**src/rtl/fifo_arb_pkg.sv**
```systemverilog
// Shared types, default sizes and the round-robin pick function for the FIFO write arbiter.
package fifo_arb_pkg;

  typedef enum logic {IDLE, GRANT} arb_state_t;

  localparam int unsigned NUM_REQ_DEF    = 4;
  localparam int unsigned DATA_WIDTH_DEF = 16;
  localparam int unsigned MAX_BURST_DEF  = 4;

  typedef struct packed {
    logic       found;
    logic [2:0] idx;
  } rr_pick_t;

  // Works on up to 8 requesters; entries at or above num are ignored.
  function automatic rr_pick_t rr_pick(input logic [7:0] valid, input logic [2:0] ptr,
                                       input logic exclude_en, input logic [2:0] exclude_id,
                                       input logic [3:0] num);
    logic [7:0] masked;
    logic [7:0] rot;
    logic [3:0] src;
    logic [3:0] sum;
    logic [2:0] off;
    rr_pick_t   res;
    masked = valid;
    if (exclude_en) masked[exclude_id] = 1'b0;
    rot = '0;
    for (int k = 0; k < 8; k++) begin
      src = {1'b0, ptr} + 4'(k);
      if (src >= num) src = src - num;
      if (4'(k) < num) rot[k] = masked[src[2:0]];
    end
    off       = '0;
    res.found = 1'b0;
    for (int k = 7; k >= 0; k--) begin
      if (rot[k]) begin
        res.found = 1'b1;
        off       = 3'(k);
      end
    end
    sum = {1'b0, ptr} + {1'b0, off};
    if (sum >= num) sum = sum - num;
    res.idx = sum[2:0];
    return res;
  endfunction

endpackage

```
**src/rtl/fifo_wr_arbiter_pick.sv**
```systemverilog
// Combinational round-robin winner select: rotate by ptr, priority-encode, rotate back.
module rr_priority_pick
  import fifo_arb_pkg::*;
#(
  parameter int unsigned NUM_REQ = NUM_REQ_DEF,
  localparam int unsigned IdW = $clog2(NUM_REQ)
) (
  input  logic [NUM_REQ-1:0] valid,
  input  logic [IdW-1:0]     ptr,
  input  logic               exclude_en,
  input  logic [IdW-1:0]     exclude_id,
  output logic               found,
  output logic [IdW-1:0]     idx
);

  rr_pick_t res;

  always_comb begin
    res   = rr_pick(8'(valid), 3'(ptr), exclude_en, 3'(exclude_id), 4'(NUM_REQ));
    found = res.found;
    idx   = IdW'(res.idx);
  end

endmodule

```
**src/rtl/fifo_wr_arbiter.sv**
```systemverilog
// Round-robin arbiter sharing one FIFO write port between NUM_REQ valid/ready producers,
// with bursts of at most MAX_BURST words per grant.
module fifo_wr_arbiter
  import fifo_arb_pkg::*;
#(
  parameter int unsigned NUM_REQ    = NUM_REQ_DEF,
  parameter int unsigned DATA_WIDTH = DATA_WIDTH_DEF,
  parameter int unsigned MAX_BURST  = MAX_BURST_DEF,
  localparam int unsigned IdW = $clog2(NUM_REQ)
) (
  input  logic                          clk,
  input  logic                          rst,
  input  logic [NUM_REQ-1:0]            req_valid,
  input  logic [NUM_REQ*DATA_WIDTH-1:0] req_data,
  output logic [NUM_REQ-1:0]            req_ready,
  input  logic                          fifo_full,
  output logic                          fifo_wr_en,
  output logic [DATA_WIDTH-1:0]         fifo_data_in,
  output logic [IdW-1:0]                grant_id,
  output logic                          busy
);

  localparam int unsigned CntW = (MAX_BURST > 1) ? $clog2(MAX_BURST) : 1;
  localparam logic [CntW-1:0] LastBeat = CntW'(MAX_BURST - 1);
  localparam logic [IdW-1:0]  LastId   = IdW'(NUM_REQ - 1);

  arb_state_t      state_q, state_d;
  logic [IdW-1:0]  grant_q, grant_d;
  logic [IdW-1:0]  rr_ptr_q, rr_ptr_d;
  logic [CntW-1:0] burst_q, burst_d;
  logic [IdW-1:0]  next_ptr, pick_ptr, pick_idx;
  logic            pick_found, owner_valid, beat, release_grant;

  assign busy          = (state_q == GRANT);
  assign grant_id      = grant_q;
  assign owner_valid   = req_valid[grant_q];
  assign beat          = busy & owner_valid & ~fifo_full;
  assign fifo_wr_en    = beat;
  assign next_ptr      = (grant_q == LastId) ? '0 : grant_q + 1'b1;
  assign pick_ptr      = busy ? next_ptr : rr_ptr_q;
  assign release_grant = busy & ((beat & (burst_q == LastBeat)) | ~owner_valid);

  // While granted, the search starts past the owner so the owner only wins when alone.
  rr_priority_pick #(
    .NUM_REQ(NUM_REQ)
  ) u_pick (
    .valid     (req_valid),
    .ptr       (pick_ptr),
    .exclude_en(busy),
    .exclude_id(grant_q),
    .found     (pick_found),
    .idx       (pick_idx)
  );

  always_comb begin
    req_ready    = '0;
    fifo_data_in = '0;
    for (int i = 0; i < int'(NUM_REQ); i++) begin
      if (busy && grant_q == IdW'(i)) begin
        req_ready[i] = beat;
        fifo_data_in = req_data[i*DATA_WIDTH +: DATA_WIDTH];
      end
    end
  end

  always_comb begin
    state_d  = state_q;
    grant_d  = grant_q;
    rr_ptr_d = rr_ptr_q;
    burst_d  = burst_q;
    unique case (state_q)
      IDLE: begin
        if (pick_found) begin
          grant_d = pick_idx;
          burst_d = '0;
          state_d = GRANT;
        end
      end
      GRANT: begin
        if (beat) burst_d = burst_q + 1'b1;
        if (release_grant) begin
          rr_ptr_d = next_ptr;
          burst_d  = '0;
          if (pick_found) grant_d = pick_idx;
          else if (!owner_valid) state_d = IDLE;
        end
      end
      default: state_d = IDLE;
    endcase
  end

  always_ff @(posedge clk or posedge rst) begin
    if (rst) begin
      state_q  <= IDLE;
      grant_q  <= '0;
      rr_ptr_q <= '0;
      burst_q  <= '0;
    end else begin
      state_q  <= state_d;
      grant_q  <= grant_d;
      rr_ptr_q <= rr_ptr_d;
      burst_q  <= burst_d;
    end
  end

endmodule

```
**config.mk**
```make
export PLATFORM = sky130hd
export DESIGN_NAME = fifo_wr_arbiter
export DESIGN_NICKNAME = d
export VERILOG_FILES = /design/src/rtl/fifo_arb_pkg.sv /design/src/rtl/fifo_wr_arbiter_pick.sv /design/src/rtl/fifo_wr_arbiter.sv
export SDC_FILE = /design/constraint.sdc
export NUM_CORES = 1
export LEC_CHECK = 0
export ABC_AREA = 1
export BUFFER_PORTS_ARGS = -buffer_cell sky130_fd_sc_hd__buf_2
export CORE_MARGIN = 1
export CORE_UTILIZATION = 41
export CTS_CLUSTER_DIAMETER = 200
export DETAILED_ROUTE_END_ITERATION = 16
export PLACE_DENSITY = 0.81
export SLEW_MARGIN = 20
export SYNTH_ARGS = -nofsm -noshare
export SYNTH_HDL_FRONTEND = slang
export SYNTH_HIERARCHICAL = 1
export SYNTH_SLANG_ARGS = --single-unit
```
**constraint.sdc**
```tcl
create_clock -name clk -period 3.6 [get_ports clk]
set_input_delay 0.36 -clock clk [delete_from_list [all_inputs] [get_ports clk]]
set_output_delay 0.36 -clock clk [all_outputs]
set_load 0.03 [all_outputs]
```
==> flow_metrics.py, run 1 <==
metrics = {
    "cells_and_area": {
        "antennaDiodeCount": 0,
        "layout-drive-gt1-share": 0.368,
        "fillCellCount": 313,
        "final_nets": 397,
        "layout-area-overhead-vs-synth_pct": 38.2,
    },
    "power": {
        "p_per_area_mw_per_mm2": 1170,
        "p_total_mw": 2.13,
        "peakVddDrop_v": 0.000837,
        "power_frac_comb": 0.888,
        "p_int_uw": 779,
        "clock_power_share": 0.034,
        "swShare": 0.633,
        "p_leak_nw": 1.09,
        "seqPwrFrac": 0.079,
        "power_switching_mw": 1.35,
    },
    "die": {
        "core_mm2": 0.00305,
        "die_w_um": 58.6,
        "die_area_mm2": 0.00343,
        "die_y_um": 58.6,
        "core.rowCount": 20,
        "boundaryPins": 95,
        "start_util": 0.430,
    },
    "logic_synthesis": {
        "ys_ff_latch": 7,
        "synthMuxAreaShare": 0,
        "synth-adder-area-share": 0.0667,
        "ys_seq_area_frac": 0.133,
        "yosys_warnings": 6,
        "avgSynthCellArea_um2": 5.74,
        "yosys.area.top_type": "nand2_1",
        "synth_common_cells": "nand2_1, nand3_1, o211ai_1",
        "syn-num-nets": 307,
        "synthArstFlopShare": 1.00,
        "synthSimpleGateAreaFrac": 0.568,
        "synth_top_family_by_area": "simple AND/OR/NAND/NOR gates",
        "yosysMostFrequentCell": "nand2_1",
        "synthCells": 229,
        "synth_edf_count": 0,
        "synth-xor-area-share": 0.00667,
        "netlist-cell-type-count": 24,
        "yosys-top-cells-area": "nand2_1, nand3_1, dfrtp_1, o211ai_1, ha_1",
        "synth_compound_area_frac": 0.126,
        "ys.flop_type": "dfrtp_1",
        "synth_top_area_frac": 0.251,
        "syn-cell-area_mm2": 0.00131,
    },
    "route": {
        "dr_total_vias": 1823,
        "vias_per_cell": 5.04,
        "wirelength_um": 4240,
        "firstDrtPassIters": 4,
        "antenna_left": 0,
        "drtIter0Drc": 162,
        "drc": 0,
        "drt-wirelength-per-cell_um": 11.7,
    },
    "clock_tree": {
        "insertion_delay_ns": 0.25,
        "clockBufferDepth": 2,
        "clock-sinks": 7,
        "cts_made_buffers": 3,
        "root_buffer": "clkbuf_4",
        "cts_tree": "yes",
        "ctsResizeCount": 0,
        "cts_hold_buffers": 0,
        "htree_levels": 1,
        "cts_post_setup_buffers_inserted": 0,
        "clk_pin_slew_ns": 0.05,
    },
    "place": {
        "place_ws_ns": 0.786,
        "placement.io_buffers": 94,
        "dp_hpwl_um": 3390,
        "place.gp.congestion": 0.889,
    },
    "setup_path": {
        "cp.arrival_ns": 3.01,
        "cp_num_buf_inv": 2,
        "endpoint_kind": "flop",
        "slowest_delay_ns": 0.51,
        "critPathRequiredTime_ns": 3.78,
        "cp_top_family": "simple AND/OR/NAND/NOR gates",
        "cp_max_fo": 11,
        "cp_common_cell": "nand2_1",
        "crit_type": "reg2reg",
        "cp-start-kind": "flop",
        "cpMaxStageDelayCell": "dfrtp_1",
        "path_cells": "ha_1 -> nor2_1 -> nand2_1 -> nand2_1 -> inv_2 -> ha_1 -> inv_1 -> nand3_1 -> nand2_1 -> nand3_2 -> or2_1 -> or2_2 -> nand2_1 -> nand2_1 -> o21ai_1",
    },
    "sta": {
        "slew_headroom": 0.623,
        "setup_viol": 0,
        "final_hold_viol_count": 0,
        "period_share": 0.788,
        "max_slew.worst_pin.slew_ns": 0.563,
        "fmax_mhz": 352,
        "clock_skew_ns": 0.000231,
        "fin_ws_ns": 0.763,
        "final-max-slew-violation-count": 0,
        "rsz0062_at_grt": "no",
        "period_minus_slack_ns": 2.84,
        "fin_tns_setup_ns": 0,
    },
    "run_status": {
        "status": "finished clean",
    },
    "grt": {
        "grt_max_degree": 34,
        "grt_pass1_vias": 1544,
        "overflow": 0,
        "grt_pass1_wl_um": 6730,
        "grt.total_usage": 0.246,
        "grt_antenna_before_repair": 0,
    },
    "job": {
        "drv_cap": 0,
    },
    "min_path": {
        "min_path_type": "in2async",
    },
}
layer usage:
layer	global-route usage	wire, µm	vias up
met3	0.0308	335	8
met1	0.309	1850	792
met2	0.438	1980	74
met4	0.0714	77	0
li1	-	-	949
met5	0	0	-
cell families (layout without fill, tap and decap cells):
kind of cell / after synthesis / in the layout
XOR/XNOR: 1 / 1
AND/OR/NAND/NOR: 164 / 164
flip-flops: 7 / 7
AO/OA/AOI/OAI: 22 / 22
buffers and inverters: 28 / 117
adder cells (fa/ha/maj): 7 / 7
metrics by stage:
stage	std cells	cell area, µm²	hold slack (ns)	utilization
after detailed placement	358	1790	0.300	0.586
after global placement	358	1790	0.294	0.586
after floorplan	229	1310	0.163	-
after global routing	362	1820	0.0467	0.595
after CTS	362	1820	0.0288	0.595
final	362	1820	0.0258	0.595
path summary, 6_finish.rpt:
kind,end,slack (ns),cells past startpoint,startpoint
max,burst_q[0],0.76,15,grant_id[0]
min,busy,0.03,2,rst
max reg2reg,burst_q[0],0.76,15,grant_id[0]
min reg2reg,rr_ptr_q[1],0.48,2,rr_ptr_q[1]
max in group asynchronous,rr_ptr_q[0],3.37,2,rst
min in group clk,rr_ptr_q[1],0.48,2,rr_ptr_q[1]
state kept, by name, indices dropped and copies added (netlist names):
register / flops
burst_q: 2
busy: 1
grant_id: 2
rr_ptr_q: 2
cell usage in the layout, fill, tap and decap left out, drive strengths merged:
cell type  instances
a21oi              2
ha                 7
xor2               1
clkbuf             4
o211ai            17
nor2               7
nand3             60
inv               17
nand2             92
o31ai              1
or2                3
buf               96
nand4              2
dfrtp              7
o21ai              2
power groups by stage:
stage	combinational, mW	sequential, mW	clock [mW]
after floorplan	1.47	0.179	0
after global placement	1.86	0.165	0
final	1.89	0.167	0.0712
after detailed placement	1.89	0.168	0
after CTS	1.90	0.167	0.0736
after global routing	2.10	0.176	0.0802
final cells by class:
| type | instances | area (µm²) | share of cell area |
|---|---|---|---|
| Tap cell | 44 | 55.1 | 0.0303 |
| Multi-Input combinational cell | 194 | 1010 | 0.555 |
| Timing Repair Buffer | 96 | 485 | 0.267 |
| Inverter | 17 | 66.3 | 0.0365 |
| Clock buffer | 4 | 26.3 | 0.0145 |
| Sequential cell | 7 | 175 | 0.0965 |
Note: power is estimated with default switching activity, not from simulation.
==> run 2, diff against run 1 <==
==> constraint.sdc (replaced) <==
create_clock -name clk -period 2.74 [get_ports clk]
set_input_delay 0.274 -clock clk [delete_from_list [all_inputs] [get_ports clk]]
set_output_delay 0.274 -clock clk [all_outputs]
set_load 0.03 [all_outputs]
==> run 2 against run 1 <==
Against the previous run:
- core utilization is 3.7 points higher
- total power increased by 43%
- count of clock-buffer cells in the layout is the same
- via count rose by 0.66%
- first-iteration DRC count increased by 22%
- largest cell class unchanged
==> flow_metrics.py, run 2 (synthesized netlist as in run 1, its figures left out) <==
metrics = {
    "die": {
        "die_area_mm2": 0.00343,
        "core_mm2": 0.00305,
        "die_w_um": 58.6,
        "core.rowCount": 20,
        "boundaryPins": 95,
        "die_y_um": 58.6,
        "start_util": 0.430,
    },
    "grt": {
        "overflow": 0,
        "grt_pass1_wl_um": 6300,
        "grt_max_degree": 34,
        "grt_pass1_vias": 1422,
        "grt_antenna_before_repair": 0,
        "grt.total_usage": 0.228,
    },
    "setup_path": {
        "endpoint_kind": "flop",
        "cp_max_fo": 6,
        "critPathRequiredTime_ns": 2.88,
        "cpMaxStageDelayCell": "dfrtp_2",
        "path_cells": "buf_4 -> inv_2 -> ha_1 -> nand2_1 -> nand2_2 -> ha_4 -> inv_1 -> nand3_1 -> nand4_1 -> a21oi_2 -> ha_2 -> xor2_2 -> inv_1 -> nand3_1 -> nand2_1 -> nand3_1 -> nand2_1",
        "cp-start-kind": "flop",
        "r2r_start": "grant_id[0]",
        "slowest_delay_ns": 0.41,
        "cp.arrival_ns": 2.72,
        "crit_path_start": "grant_id[0]",
        "crit_type": "reg2reg",
    },
    "run_status": {
        "status": "finished clean",
    },
    "min_path": {
        "min_path_type": "in2reg",
        "min-delay-start": "fifo_full",
    },
    "place": {
        "dp.cells": 360,
        "placement.io_buffers": 94,
        "place.gp.congestion": 0.906,
        "dp_hpwl_um": 3290,
    },
    "sta": {
        "clock_skew_ns": 0.00340,
        "fin_tns_setup_ns": 0,
        "setup_viol": 0,
        "max_slew.worst_pin.slew_ns": 0.560,
        "final_hold_viol_count": 0,
        "period_minus_slack_ns": 2.59,
        "slew_headroom": 0.625,
        "final-max-slew-violation-count": 0,
        "period_share": 0.945,
        "fmax_mhz": 386,
    },
    "clock_tree": {
        "clock-sinks": 7,
        "cts_tree": "yes",
        "cts_made_buffers": 3,
        "root_buffer": "clkbuf_4",
        "insertion_delay_ns": 0.24,
        "clockBufferDepth": 2,
        "htree_levels": 1,
        "clk_pin_slew_ns": 0.05,
    },
    "route": {
        "antenna_left": 0,
        "drt-wirelength-per-cell_um": 11.6,
        "wirelength_um": 4300,
        "drc": 0,
        "firstDrtPassIters": 5,
        "dr_total_vias": 1835,
        "vias_per_cell": 4.97,
        "drtIter0Drc": 197,
    },
    "power": {
        "clock_power_share": 0.030,
        "p_int_mw": 1.18,
        "p_leak_nw": 1.13,
        "power_frac_comb": 0.905,
        "p_total_mw": 3.04,
        "power_switching_mw": 1.85,
        "peakVddDrop_v": 0.00121,
        "p_per_area_mw_per_mm2": 1570,
        "swShare": 0.610,
        "seqPwrFrac": 0.065,
    },
    "cells_and_area": {
        "layout_commonest_cell": "buf_2",
        "register_area_um2": 179,
        "instances_no_fill": 369,
        "multi_input_area_mm2": 0.00105,
        "antennaDiodeCount": 0,
        "layout-drive-gt1-share": 0.412,
        "fillCellCount": 313,
        "final_nets": 404,
        "layout-area-overhead-vs-synth_pct": 46.8,
        "most-common-layout-cells": "buf_2, nand2_1, nand3_1",
    },
    "job": {
        "drv_cap": 0,
    },
}
==> run 2: final timing paths <==
kind                               end  slack (ns)  depth (start not counted)
max in group asynchronous         busy        2.02                          3
min in group asynchronous  grant_id[0]        0.50                          3
min                        rr_ptr_q[1]        0.41                          4
min reg2reg                rr_ptr_q[0]        0.48                          2
max reg2reg                grant_id[1]        0.15                         17
max                        grant_id[1]        0.15                         17
==> run 2: stage by stage <==
step / instance area [µm²] / hold WS [ns] / util / setup slack [ns]
final: 1930 / 0.410 / 0.632 / 0.152
after global routing: 1930 / 0.424 / 0.632 / -0.0182
after CTS: 1850 / 0.404 / 0.605 / 0.0479
after detailed placement: 1810 / 0.213 / 0.593 / 0.0656
after global placement: 1810 / 0.210 / 0.593 / 0.171
after floorplan: 1320 / 0.0772 / - / 0.0420
==> run 2: worst max-delay path: cells and delay by family, from the launching register on <==
kind	cells	cell delay (ns)
compound gates	1	0.14
xor+xnor	1	0.16
fa+ha+maj	3	0.81
buf+inv	4	0.33
flops	1	0.41
simple gates	8	0.63
==> run 2: final cells by class <==
class / instances / share of cell area
clock buffer: 4 / 0.0136
multi-input combinational: 194 / 0.544
sequential: 7 / 0.0928
inverter: 17 / 0.0344
timing repair buffer: 103 / 0.287
tap: 44 / 0.0286
==> run 2: timing repair <==
action | CTS | global route
resized for setup | 0 | 8
hold buffers | 1 | 0
endpoints found under the hold margin | 7 | 0
buffers inserted | 0 | 4
endpoints found under the setup margin | 0 | 3
==> run 2: power by group through the flow <==
| stage | sequential, mW | combinational (mW) | clock [mW] |
|---|---|---|---|
| after floorplan | 0.239 | 1.94 | 0 |
| after global placement | 0.218 | 2.47 | 0 |
| after detailed placement | 0.221 | 2.50 | 0 |
| after CTS | 0.220 | 2.51 | 0.0929 |
| after global routing | 0.206 | 3.03 | 0.0985 |
| final | 0.199 | 2.75 | 0.0901 |
==> run 2: routing by layer <==
layer  vias to the layer above  GRT usage  wire length, µm
met5                         -          0                0
met3                         2     0.0308              321
li1                        959          -                -
met1                       809      0.307             1880
met4                         0     0.0306               23
met2                        65      0.399             2070
